$ cat config.mk
export PLATFORM = sky130hd
export DESIGN_NAME = mmio_bus_arbiter_flat
export DESIGN_NICKNAME = d
export VERILOG_FILES = /design/src/rtl/mmio_bus_arbiter_if.sv /design/src/rtl/mmio_bus_arbiter.sv /design/src/flat_wrapper.sv
export SDC_FILE = /design/constraint.sdc
export NUM_CORES = 1
export LEC_CHECK = 0
export BUFFER_PORTS_ARGS = -buffer_cell sky130_fd_sc_hd__buf_2
export CORE_AREA = 2 2 111 113
export DETAILED_ROUTE_END_ITERATION = 7
export DIE_AREA = 0 0 113 115
export PLACE_DENSITY = 0.79
export SYNTH_ARGS = -nofsm -noshare
export SYNTH_HDL_FRONTEND = slang
export SYNTH_SLANG_ARGS = --single-unit
export TNS_END_PERCENT = 20
$ cat constraint.sdc
create_clock -name clk -period 2.1 [get_ports clk]
set_input_delay 0.63 -clock clk [delete_from_list [all_inputs] [get_ports clk]]
set_output_delay 0.63 -clock clk [all_outputs]
set_load 0.01 [all_outputs]
$ cat src/rtl/mmio_bus_arbiter_if.sv
// mmio_bus_arbiter_if
//   Bundle of all bus-side signals around mmio_bus_arbiter: the two master
//   request/acknowledge channels (m0 = CPU, m1 = DMA/debug) and the single
//   downstream MMIO strobe bus.
//   Modports:
//     slave  - arbiter view: master commands and mmio_rd_data in,
//              acks, per-master read data and mmio_* strobes out.
//     master - environment view (masters + slot controller), the mirror image.
interface mmio_bus_arbiter_if #(
    parameter int ADDR_W = 21,
    parameter int DATA_W = 32
);
    logic              m0_req, m0_wr, m0_rd, m0_ack;
    logic [ADDR_W-1:0] m0_addr;
    logic [DATA_W-1:0] m0_wr_data, m0_rd_data;
    logic              m1_req, m1_wr, m1_rd, m1_ack;
    logic [ADDR_W-1:0] m1_addr;
    logic [DATA_W-1:0] m1_wr_data, m1_rd_data;
    logic              mmio_cs, mmio_wr, mmio_rd;
    logic [ADDR_W-1:0] mmio_addr;
    logic [DATA_W-1:0] mmio_wr_data, mmio_rd_data;

    modport slave (
        input  m0_req, m0_wr, m0_rd, m0_addr, m0_wr_data,
        input  m1_req, m1_wr, m1_rd, m1_addr, m1_wr_data,
        input  mmio_rd_data,
        output m0_ack, m0_rd_data, m1_ack, m1_rd_data,
        output mmio_cs, mmio_wr, mmio_rd, mmio_addr, mmio_wr_data
    );

    modport master (
        output m0_req, m0_wr, m0_rd, m0_addr, m0_wr_data,
        output m1_req, m1_wr, m1_rd, m1_addr, m1_wr_data,
        output mmio_rd_data,
        input  m0_ack, m0_rd_data, m1_ack, m1_rd_data,
        input  mmio_cs, mmio_wr, mmio_rd, mmio_addr, mmio_wr_data
    );
endinterface

$ cat src/rtl/mmio_bus_arbiter.sv
// mmio_bus_arbiter
//   Shares the FPRO MMIO bus between two masters. One held request per master
//   is granted (round-robin on conflict), latched, issued as a single
//   registered strobe cycle, read data is captured RD_LAT cycles after the
//   strobe, and a one-cycle ack goes back to the owner.
//   Ports:
//     clk    - system clock, all state on rising edge
//     reset  - synchronous, active-low
//     bus    - mmio_bus_arbiter_if.slave (master channels + MMIO bus)
//   Parameters: ADDR_W, DATA_W, RD_LAT (0..3, strobe-to-data latency).
//   Build option: define MMIO_ARB_FIXED_PRIO_EN for fixed m0 priority
//   instead of round-robin.
//   Every output is a flop; nothing from bus inputs reaches an output
//   combinationally.
module mmio_bus_arbiter #(
    parameter int ADDR_W = 21,
    parameter int DATA_W = 32,
    parameter int RD_LAT = 1
) (
    input logic               clk,
    input logic               reset,
    mmio_bus_arbiter_if.slave bus
);
    typedef enum logic [1:0] {IDLE, ISSUE, WAIT, ACK} state_t;

    localparam logic [1:0] CNT_INIT = (RD_LAT > 0) ? 2'(RD_LAT - 1) : 2'd0;

    state_t            state_q, state_d;
    logic              owner_q, owner_d;         // 0 = m0, 1 = m1
    logic              cmd_wr_q, cmd_wr_d;
    logic              cmd_rd_q, cmd_rd_d;       // already cleared when wr is set
    logic [ADDR_W-1:0] cmd_addr_q, cmd_addr_d;
    logic [DATA_W-1:0] cmd_wdata_q, cmd_wdata_d;
    logic [1:0]        cnt_q, cnt_d;
    logic [DATA_W-1:0] rd0_q, rd0_d, rd1_q, rd1_d;
    logic              cs_q, cs_d, wr_q, wr_d, rd_q, rd_d;
    logic              ack0_q, ack0_d, ack1_q, ack1_d;
    logic              grant1;
    logic              capture;
`ifndef MMIO_ARB_FIXED_PRIO_EN
    logic              last_q, last_d;           // owner of the most recent grant
`endif

    always_comb begin
        state_d     = state_q;
        owner_d     = owner_q;
        cmd_wr_d    = cmd_wr_q;
        cmd_rd_d    = cmd_rd_q;
        cmd_addr_d  = cmd_addr_q;
        cmd_wdata_d = cmd_wdata_q;
        cnt_d       = cnt_q;
        rd0_d       = rd0_q;
        rd1_d       = rd1_q;
        capture     = 1'b0;
`ifdef MMIO_ARB_FIXED_PRIO_EN
        grant1      = bus.m1_req & ~bus.m0_req;
`else
        last_d      = last_q;
        // m1 wins when alone, or on conflict when m0 held the last grant
        grant1      = bus.m1_req & (~bus.m0_req | ~last_q);
`endif

        case (state_q)
            IDLE: begin
                if (bus.m0_req | bus.m1_req) begin
                    owner_d     = grant1;
                    // wr and rd together decode as a plain write
                    cmd_wr_d    = grant1 ? bus.m1_wr : bus.m0_wr;
                    cmd_rd_d    = grant1 ? (bus.m1_rd & ~bus.m1_wr)
                                         : (bus.m0_rd & ~bus.m0_wr);
                    cmd_addr_d  = grant1 ? bus.m1_addr : bus.m0_addr;
                    cmd_wdata_d = grant1 ? bus.m1_wr_data : bus.m0_wr_data;
`ifndef MMIO_ARB_FIXED_PRIO_EN
                    last_d      = grant1;
`endif
                    state_d     = ISSUE;
                end
            end
            ISSUE: begin
                if (!cmd_rd_q) begin
                    state_d = ACK;
                end else if (RD_LAT == 0) begin
                    capture = 1'b1;
                    state_d = ACK;
                end else begin
                    cnt_d   = CNT_INIT;
                    state_d = WAIT;
                end
            end
            WAIT: begin
                if (cnt_q == 2'd0) begin
                    capture = 1'b1;
                    state_d = ACK;
                end else begin
                    cnt_d = cnt_q - 2'd1;
                end
            end
            ACK:     state_d = IDLE;
            default: state_d = IDLE;
        endcase

        if (capture) begin
            if (owner_q) rd1_d = bus.mmio_rd_data;
            else         rd0_d = bus.mmio_rd_data;
        end

        // Strobes and acks are decoded one cycle early so they leave on flops.
        cs_d   = (state_d == ISSUE) & (cmd_wr_d | cmd_rd_d);
        wr_d   = (state_d == ISSUE) & cmd_wr_d;
        rd_d   = (state_d == ISSUE) & cmd_rd_d;
        ack0_d = (state_d == ACK) & ~owner_d;
        ack1_d = (state_d == ACK) &  owner_d;
    end

    always_ff @(posedge clk) begin
        if (!reset) begin
            state_q     <= IDLE;
            owner_q     <= 1'b0;
            cmd_wr_q    <= 1'b0;
            cmd_rd_q    <= 1'b0;
            cmd_addr_q  <= '0;
            cmd_wdata_q <= '0;
            cnt_q       <= 2'd0;
            rd0_q       <= '0;
            rd1_q       <= '0;
            cs_q        <= 1'b0;
            wr_q        <= 1'b0;
            rd_q        <= 1'b0;
            ack0_q      <= 1'b0;
            ack1_q      <= 1'b0;
`ifndef MMIO_ARB_FIXED_PRIO_EN
            last_q      <= 1'b1;   // m0 takes the first conflict
`endif
        end else begin
            state_q     <= state_d;
            owner_q     <= owner_d;
            cmd_wr_q    <= cmd_wr_d;
            cmd_rd_q    <= cmd_rd_d;
            cmd_addr_q  <= cmd_addr_d;
            cmd_wdata_q <= cmd_wdata_d;
            cnt_q       <= cnt_d;
            rd0_q       <= rd0_d;
            rd1_q       <= rd1_d;
            cs_q        <= cs_d;
            wr_q        <= wr_d;
            rd_q        <= rd_d;
            ack0_q      <= ack0_d;
            ack1_q      <= ack1_d;
`ifndef MMIO_ARB_FIXED_PRIO_EN
            last_q      <= last_d;
`endif
        end
    end

    assign bus.mmio_cs      = cs_q;
    assign bus.mmio_wr      = wr_q;
    assign bus.mmio_rd      = rd_q;
    assign bus.mmio_addr    = cmd_addr_q;
    assign bus.mmio_wr_data = cmd_wdata_q;
    assign bus.m0_ack       = ack0_q;
    assign bus.m1_ack       = ack1_q;
    assign bus.m0_rd_data   = rd0_q;
    assign bus.m1_rd_data   = rd1_q;
endmodule

$ cat src/flat_wrapper.sv
// flat-port wrapper written by rule: the top's interface ports become plain ports
module mmio_bus_arbiter_flat 
#(
    parameter int ADDR_W = 21,
    parameter int DATA_W = 32,
    parameter int RD_LAT = 1
)
  (clk, reset, bus_m0_req, bus_m0_wr, bus_m0_rd, bus_m0_addr, bus_m0_wr_data, bus_m1_req, bus_m1_wr, bus_m1_rd, bus_m1_addr, bus_m1_wr_data, bus_mmio_rd_data, bus_m0_ack, bus_m0_rd_data, bus_m1_ack, bus_m1_rd_data, bus_mmio_cs, bus_mmio_wr, bus_mmio_rd, bus_mmio_addr, bus_mmio_wr_data);
  mmio_bus_arbiter_if #(.ADDR_W(ADDR_W), .DATA_W(DATA_W)) bus_i ();
  input logic clk;
  input logic reset;
  input wire logic [$bits(bus_i.m0_req)-1:0] bus_m0_req;
  input wire logic [$bits(bus_i.m0_wr)-1:0] bus_m0_wr;
  input wire logic [$bits(bus_i.m0_rd)-1:0] bus_m0_rd;
  input wire logic [$bits(bus_i.m0_addr)-1:0] bus_m0_addr;
  input wire logic [$bits(bus_i.m0_wr_data)-1:0] bus_m0_wr_data;
  input wire logic [$bits(bus_i.m1_req)-1:0] bus_m1_req;
  input wire logic [$bits(bus_i.m1_wr)-1:0] bus_m1_wr;
  input wire logic [$bits(bus_i.m1_rd)-1:0] bus_m1_rd;
  input wire logic [$bits(bus_i.m1_addr)-1:0] bus_m1_addr;
  input wire logic [$bits(bus_i.m1_wr_data)-1:0] bus_m1_wr_data;
  input wire logic [$bits(bus_i.mmio_rd_data)-1:0] bus_mmio_rd_data;
  output wire logic [$bits(bus_i.m0_ack)-1:0] bus_m0_ack;
  output wire logic [$bits(bus_i.m0_rd_data)-1:0] bus_m0_rd_data;
  output wire logic [$bits(bus_i.m1_ack)-1:0] bus_m1_ack;
  output wire logic [$bits(bus_i.m1_rd_data)-1:0] bus_m1_rd_data;
  output wire logic [$bits(bus_i.mmio_cs)-1:0] bus_mmio_cs;
  output wire logic [$bits(bus_i.mmio_wr)-1:0] bus_mmio_wr;
  output wire logic [$bits(bus_i.mmio_rd)-1:0] bus_mmio_rd;
  output wire logic [$bits(bus_i.mmio_addr)-1:0] bus_mmio_addr;
  output wire logic [$bits(bus_i.mmio_wr_data)-1:0] bus_mmio_wr_data;
  assign bus_i.m0_req = bus_m0_req;
  assign bus_i.m0_wr = bus_m0_wr;
  assign bus_i.m0_rd = bus_m0_rd;
  assign bus_i.m0_addr = bus_m0_addr;
  assign bus_i.m0_wr_data = bus_m0_wr_data;
  assign bus_i.m1_req = bus_m1_req;
  assign bus_i.m1_wr = bus_m1_wr;
  assign bus_i.m1_rd = bus_m1_rd;
  assign bus_i.m1_addr = bus_m1_addr;
  assign bus_i.m1_wr_data = bus_m1_wr_data;
  assign bus_i.mmio_rd_data = bus_mmio_rd_data;
  assign bus_m0_ack = bus_i.m0_ack;
  assign bus_m0_rd_data = bus_i.m0_rd_data;
  assign bus_m1_ack = bus_i.m1_ack;
  assign bus_m1_rd_data = bus_i.m1_rd_data;
  assign bus_mmio_cs = bus_i.mmio_cs;
  assign bus_mmio_wr = bus_i.mmio_wr;
  assign bus_mmio_rd = bus_i.mmio_rd;
  assign bus_mmio_addr = bus_i.mmio_addr;
  assign bus_mmio_wr_data = bus_i.mmio_wr_data;
  mmio_bus_arbiter #(.ADDR_W(ADDR_W), .DATA_W(DATA_W), .RD_LAT(RD_LAT)) u_core (.clk(clk), .reset(reset), .bus(bus_i));
endmodule
Yosys cells after proc, flatten, opt, wreduce, memory -nomap -nowiden

Index checks and enable logic that the tools add are counted.

Bits of input ports: 146
Flip-flop bits (word level): 130
Word-level logic and storage cells: 66

Equal/unequal tests: 7
Bitwise logic cells: 17
Reduce and logical (&&, ||, !) cells: 7
Add/sub/neg operators: 1
Multiplexer cells: 19

Operator list:

| operator              | count |
|---|---|
| $mux W32              | 1 |
| $mux W21              | 1 |
| $mux W1               | 11 |
| $and A1 B1 Y1         | 8 |
| $mux W2               | 4 |
| $pmux W2 S4           | 1 |
| $eq A2 B2 Y1 const B  | 3 |
| $not A1 Y1            | 6 |
| $reduce_and A2 Y1     | 3 |
| $eq A2 B1 Y1 const B  | 2 |
| $logic_not A2 Y1      | 2 |
| $pmux W2 S2           | 1 |
| $or A1 B1 Y1          | 3 |
| $reduce_and A3 Y1     | 1 |
| $ne A2 B1 Y1 const B  | 1 |
| $ne A2 B2 Y1 const B  | 1 |
| $reduce_bool A2 Y1    | 1 |
| $sub A2 B1 Y2 const B | 1 |

Longest topological paths before layout

Word-level depth: 8
Gate-level depth with buffers: 8
Depth with buffers taken out: 6

Worst setup path before layout

No wires, ideal clock.

Kind: reg-to-reg
Start: reg u_core.state_q[0]
End: reg u_core.ack0_q, in the netlist u_core.bus.m0_ack
Library setup time: 148 ps
Path buffers: 0
Slack: 530 ps
Data required time: 1952 ps
Arrival: 1422 ps
Stages on the path, launching flop included: 7
Period minus slack after synthesis: 1570 ps
Cells stage by stage: dfxtp_1 -> inv_1 -> ha_1 -> nand2_1 -> nand2_1 -> o31ai_1 -> nor3_1

Cells in the longest elaborated chain, start to end: 4
Elaborated cells between the ends (all ways): 11
Those cells by class: 4 x eq/ne; 4 x mux; 2 x bitwise; 1 x reduce/logical

Ends and longest elaborated chain:

| item                                       | line                    | source |
|---|---|---|
| start, declared                            | mmio_bus_arbiter.sv:28  | `state_t state_q, state_d;` |
| start signal, assigned                     | mmio_bus_arbiter.sv:135 | `state_q <= state_d;` |
| $eq A2 B2 Y1 (tied with other cells)       | mmio_bus_arbiter.sv:63  | `case (state_q)` |
| $pmux W2 S4 or $mux W1 (tied branches)     | mmio_bus_arbiter.sv:63  |  |
| $eq A2 B2 Y1 or $not A1 Y1 (tied branches) | mmio_bus_arbiter.sv:111 | `ack0_d = (state_d == ACK) & ~owner_d;` |
| $and A1 B1 Y1 *                            | mmio_bus_arbiter.sv:111 |  |
| end signal, assigned                       | mmio_bus_arbiter.sv:147 | `ack0_q <= ack0_d;` |
| end, declared                              | mmio_bus_arbiter.sv:37  | `logic ack0_q, ack0_d, ack1_q, ack1_d;` |

Every way passes the cells marked *; elsewhere a longest branch is shown, timed or not.
A chain may end at the register's enable or synchronous reset.

Worst setup path in the final report

Start: reg u_core.state_q[0]
End: reg u_core.ack1_q, in the netlist u_core.bus.m1_ack

Cells in the longest elaborated chain, start to end: 4
Elaborated cells between the ends (all ways): 10
Those cells by class: 4 x eq/ne; 4 x mux; 1 x bitwise; 1 x reduce/logical

Ends and longest elaborated chain:

| item                                 | line                    | source |
|---|---|---|
| $eq A2 B2 Y1 (tied with other cells) | mmio_bus_arbiter.sv:63  |  |
| $pmux W2 S4                          | mmio_bus_arbiter.sv:63  |  |
| $eq A2 B2 Y1                         | mmio_bus_arbiter.sv:112 | `ack1_d = (state_d == ACK) & owner_d;` |
| $and A1 B1 Y1 *                      | mmio_bus_arbiter.sv:112 |  |
| end signal, assigned                 | mmio_bus_arbiter.sv:148 | `ack1_q <= ack1_d;` |
| end, declared                        | mmio_bus_arbiter.sv:37  |  |

Marked as above.

==> impl_metrics.ini <==
[outcome]
status = finished, violations left
violations = design-rule violations

[drt]
routed_via_density = 4.879
drc = 16
met1_length_mm = 5.780
routed_wl_mm = 13.78
postRouteAntennaNets = 0
dr_wl_met2_mm = 6.973
top_layer = met4
wl_per_cell_microns = 13.89
drt_iter0_markers = 394
wl_met3_microns = 725
dr.pass1.iters = 7
vias = 4840

[yosys]
synth_area_sq_um = 5245
yosys.area.top_type = dfxtp_1
synth-xor-area-share = 0
synth_seq_area_share = 0.4962
ys_types = 30
synth-simple-area-share = 0.1565
ys_top_cells_by_area = dfxtp_1 (50%), mux2i_1 (10%), nand2_1 (9.6%), a21oi_1 (6.4%), a211oi_1 (5.6%)
synth_compound_area_frac = 0.1727
synth_top_family_by_area = compound AO/OA/AOI/OAI gates
synth_fa_ha_area_frac = 0.01193
syn_avg_cell_area_sq_um = 9.028
synthMuxAreaShare = 0.1011
synth_cells = 581
ys_seq_elements = 130
netlist.area_leader.share = 0.4962
yosysWarnings = 0
synth_fp_nets = 732

[critical_path]
crit_path_end_kind = flip-flop
crit_arrival_ps = 2150
slowest_stage = o31ai_1
path_class = reg2reg
crit_chain = inv_1 -> ha_1 -> nand2_1 -> nand2_1 -> o31ai_1 -> nor3_1
critical-path-top-delay-family = compound AO/OA/AOI/OAI gates
crit_required_ps = 2360
crit_path_start_kind = flip-flop
timing.critical_path.buf_inv = 1
cpMostUsedCell = nand2_1
path_max_fanout = 6
max_stage_delay_ps = 630

[placement]
dp_hpwl_mm = 9.689
gp_congestion = 0.8314
portBuffers = 267
placed_area_sq_um = 6625
place_inst = 960

[power_and_ir_drop]
total_power_mw = 9.470
leakagePower_nw = 3.382
irDropWorstVdd_v = 0.0007903
power_density_nw_per_um2 = 1298

[clock_network]
cts.sinks = 130
root_buffer = clkbuf_16
clock_path_buffers = 2
cts_tree = done
cts_setup_buffers = 0
cts.repair.resized = 0
cts_buffers = 17
clk_pin_slew_ps = 60
worst_skew_pair.late_latency_ps = 410
ctsHoldBuffers = 0
h-tree-depth = 4

[grt]
grt_pass1_wl_mm = 21.00
grt_max_degree = 71
antenna_found_initial = 0
grt_overflow_total = 0
grt_pass1_vias = 4327
grt.total_usage = 0.2022

[hold_path]
hp-class = reg2reg

[timing]
rsz0062_at_grt = false
tns_ps = 0
final-setup-viol-count = 0
fin_skew_ps = 9.934
fin_crit_sh = 0.9012
worst_pin_slew_ps = 766.8
max_freq_ghz = 0.5284
finalCriticalPeriod_ps = 1892
maxSlewViolCount = 0
final-hold-violation-count = 0
slew_headroom = 0.4844

[floorplanning]
die_y_microns = 115
start_util = 0.4441
chipWidth_microns = 113
coreArea_sq_um = 11810
fp-row-count = 40
dieArea_sq_um = 13000
ios = 268

[finish]
stdcell_area_sq_um = 7296
fill_cells = 1054
finalNetCount = 983
area_growth_syn_to_layout_pct = 39.10
finalNonFillerCells = 992
drive_gt1_frac = 0.3917
antenna_cells = 0

[job]
cap_violations = 0
[Yosys cell counts, drive strengths merged]
library cell,instances
o21a,1
nor2,58
a21oi,67
o31ai,1
or3b,1
dfxtp,130
o21ai,3
ha,5
a31o,1
and3b,1
clkbuf,23
inv,9
nor3,4
nand3b,1
buf,22
or2,1
a32oi,1
and3,2
nand2b,3
nor3b,1
a22oi,1
a211oi,54
nand2,134
a21boi,1
mux2i,53
nand3,2
o311ai,1
[cells in the final DEF, fill, tap and decap left out]
cell	count
buf_4	5
and3_1	2
and3b_1	1
clkinv_2	2
buf_12	5
mux2i_1	53
nor2_2	1
clkbuf_16	17
a21oi_1	67
clkbuf_8	3
inv_1	8
nor3_1	4
bufinv_16	5
nand2b_1	3
ha_1	5
nor2_1	57
a21boi_4	1
nor3b_1	1
o21a_4	1
o311ai_2	1
a211oi_2	15
nand3b_1	1
a31o_1	1
o31ai_1	1
a22oi_1	1
nand3_1	2
a211oi_1	39
a32oi_1	1
clkinvlp_4	3
buf_2	267
or3b_2	1
dfxtp_1	130
clkinv_4	3
o21ai_0	3
or2_2	1
nand2_1	134
[cells by family (layout without fill, tap and decap cells)]
logic type                 Yosys count  after routing
AOI/OAI and AO/OA                  131            131
adders and majority gates            5              5
DFF                                130            130
and+or+nand+nor                    208            208
buffers and inverters               54            318
muxes                               53             53
[worst register-to-register path, cell delays in order (launching register included)]
cell	delay [ps]
dfxtp_1	370
inv_1	110
ha_1	270
nand2_1	150
nand2_1	70
o31ai_1	630
nor3_1	140
[cell type report]
cell class                      instances  area (sq um)  share of cell area
Inverter                                9         35.03            0.004802
Sequential cell                       130          2603              0.3567
Timing Repair Buffer                  277          1474              0.2020
Clock buffer                           20         466.7             0.06397
Multi-Input combinational cell        397          2330              0.3193
Clock inverter                         12         203.9             0.02795
Tap cell                              147         183.9             0.02521
[routing by layer]
| metal | up-vias | track usage |
|---|---|---|
| met3 | 26 | 0.05061 |
| met4 | 0 | 0.09675 |
| met5 | - | 0 |
| met1 | 2179 | 0.2419 |
| li1 | 2490 | - |
| met2 | 145 | 0.3425 |
[path summary, 6_finish.rpt]
| path | slack, ps | startpoint | depth (start not counted) | end |
|---|---|---|---|---|
| max | 210 | u_core.state_q[0]$_SDFF_PN0_ | 6 | u_core.bus.m1_ack$_SDFF_PN0_ |
| min | 450 | u_core.bus.m1_rd_data[8]$_SDFFE_PN0P_ | 2 | u_core.bus.m1_rd_data[8]$_SDFFE_PN0P_ |
| max reg2reg | 210 | u_core.state_q[0]$_SDFF_PN0_ | 6 | u_core.bus.m1_ack$_SDFF_PN0_ |
| min reg2reg | 450 | u_core.bus.m1_rd_data[8]$_SDFFE_PN0P_ | 2 | u_core.bus.m1_rd_data[8]$_SDFFE_PN0P_ |
[through the flow]
stage                     worst slack (ps)  hold slack, ps  utilization
after floorplan                      530.4           431.8            -
after global placement               270.9           438.7       0.5609
after detailed placement             204.9           444.2       0.5609
after CTS                            205.0           447.6       0.6177
after global routing                 96.13           442.6       0.6177
final                                207.5           449.5       0.6177
[report_power, final]
part	internal (mW)	total, mW	switching [mW]
Sequential	3.04	3.30	0.266
Clock	2.20	3.28	1.08
Combinational	1.16	2.89	1.72
Total	6.40	9.47	3.07
[state kept, by name (all words and copies together), names as in the netlist]
name                     flops
u_core.state_q               2
u_core.owner_q               1
u_core.bus.mmio_wr           1
u_core.bus.mmio_wr_data     32
u_core.last_q                1
u_core.bus.mmio_addr        21
u_core.cmd_rd_q              1
u_core.bus.m0_ack            1
u_core.bus.m0_rd_data       32
u_core.cmd_wr_q              1
u_core.bus.mmio_cs           1
u_core.bus.m1_ack            1
u_core.bus.m1_rd_data       32
u_core.bus.mmio_rd           1
u_core.cnt_q                 2
No activity file was read; power rests on OpenSTA's default activity.
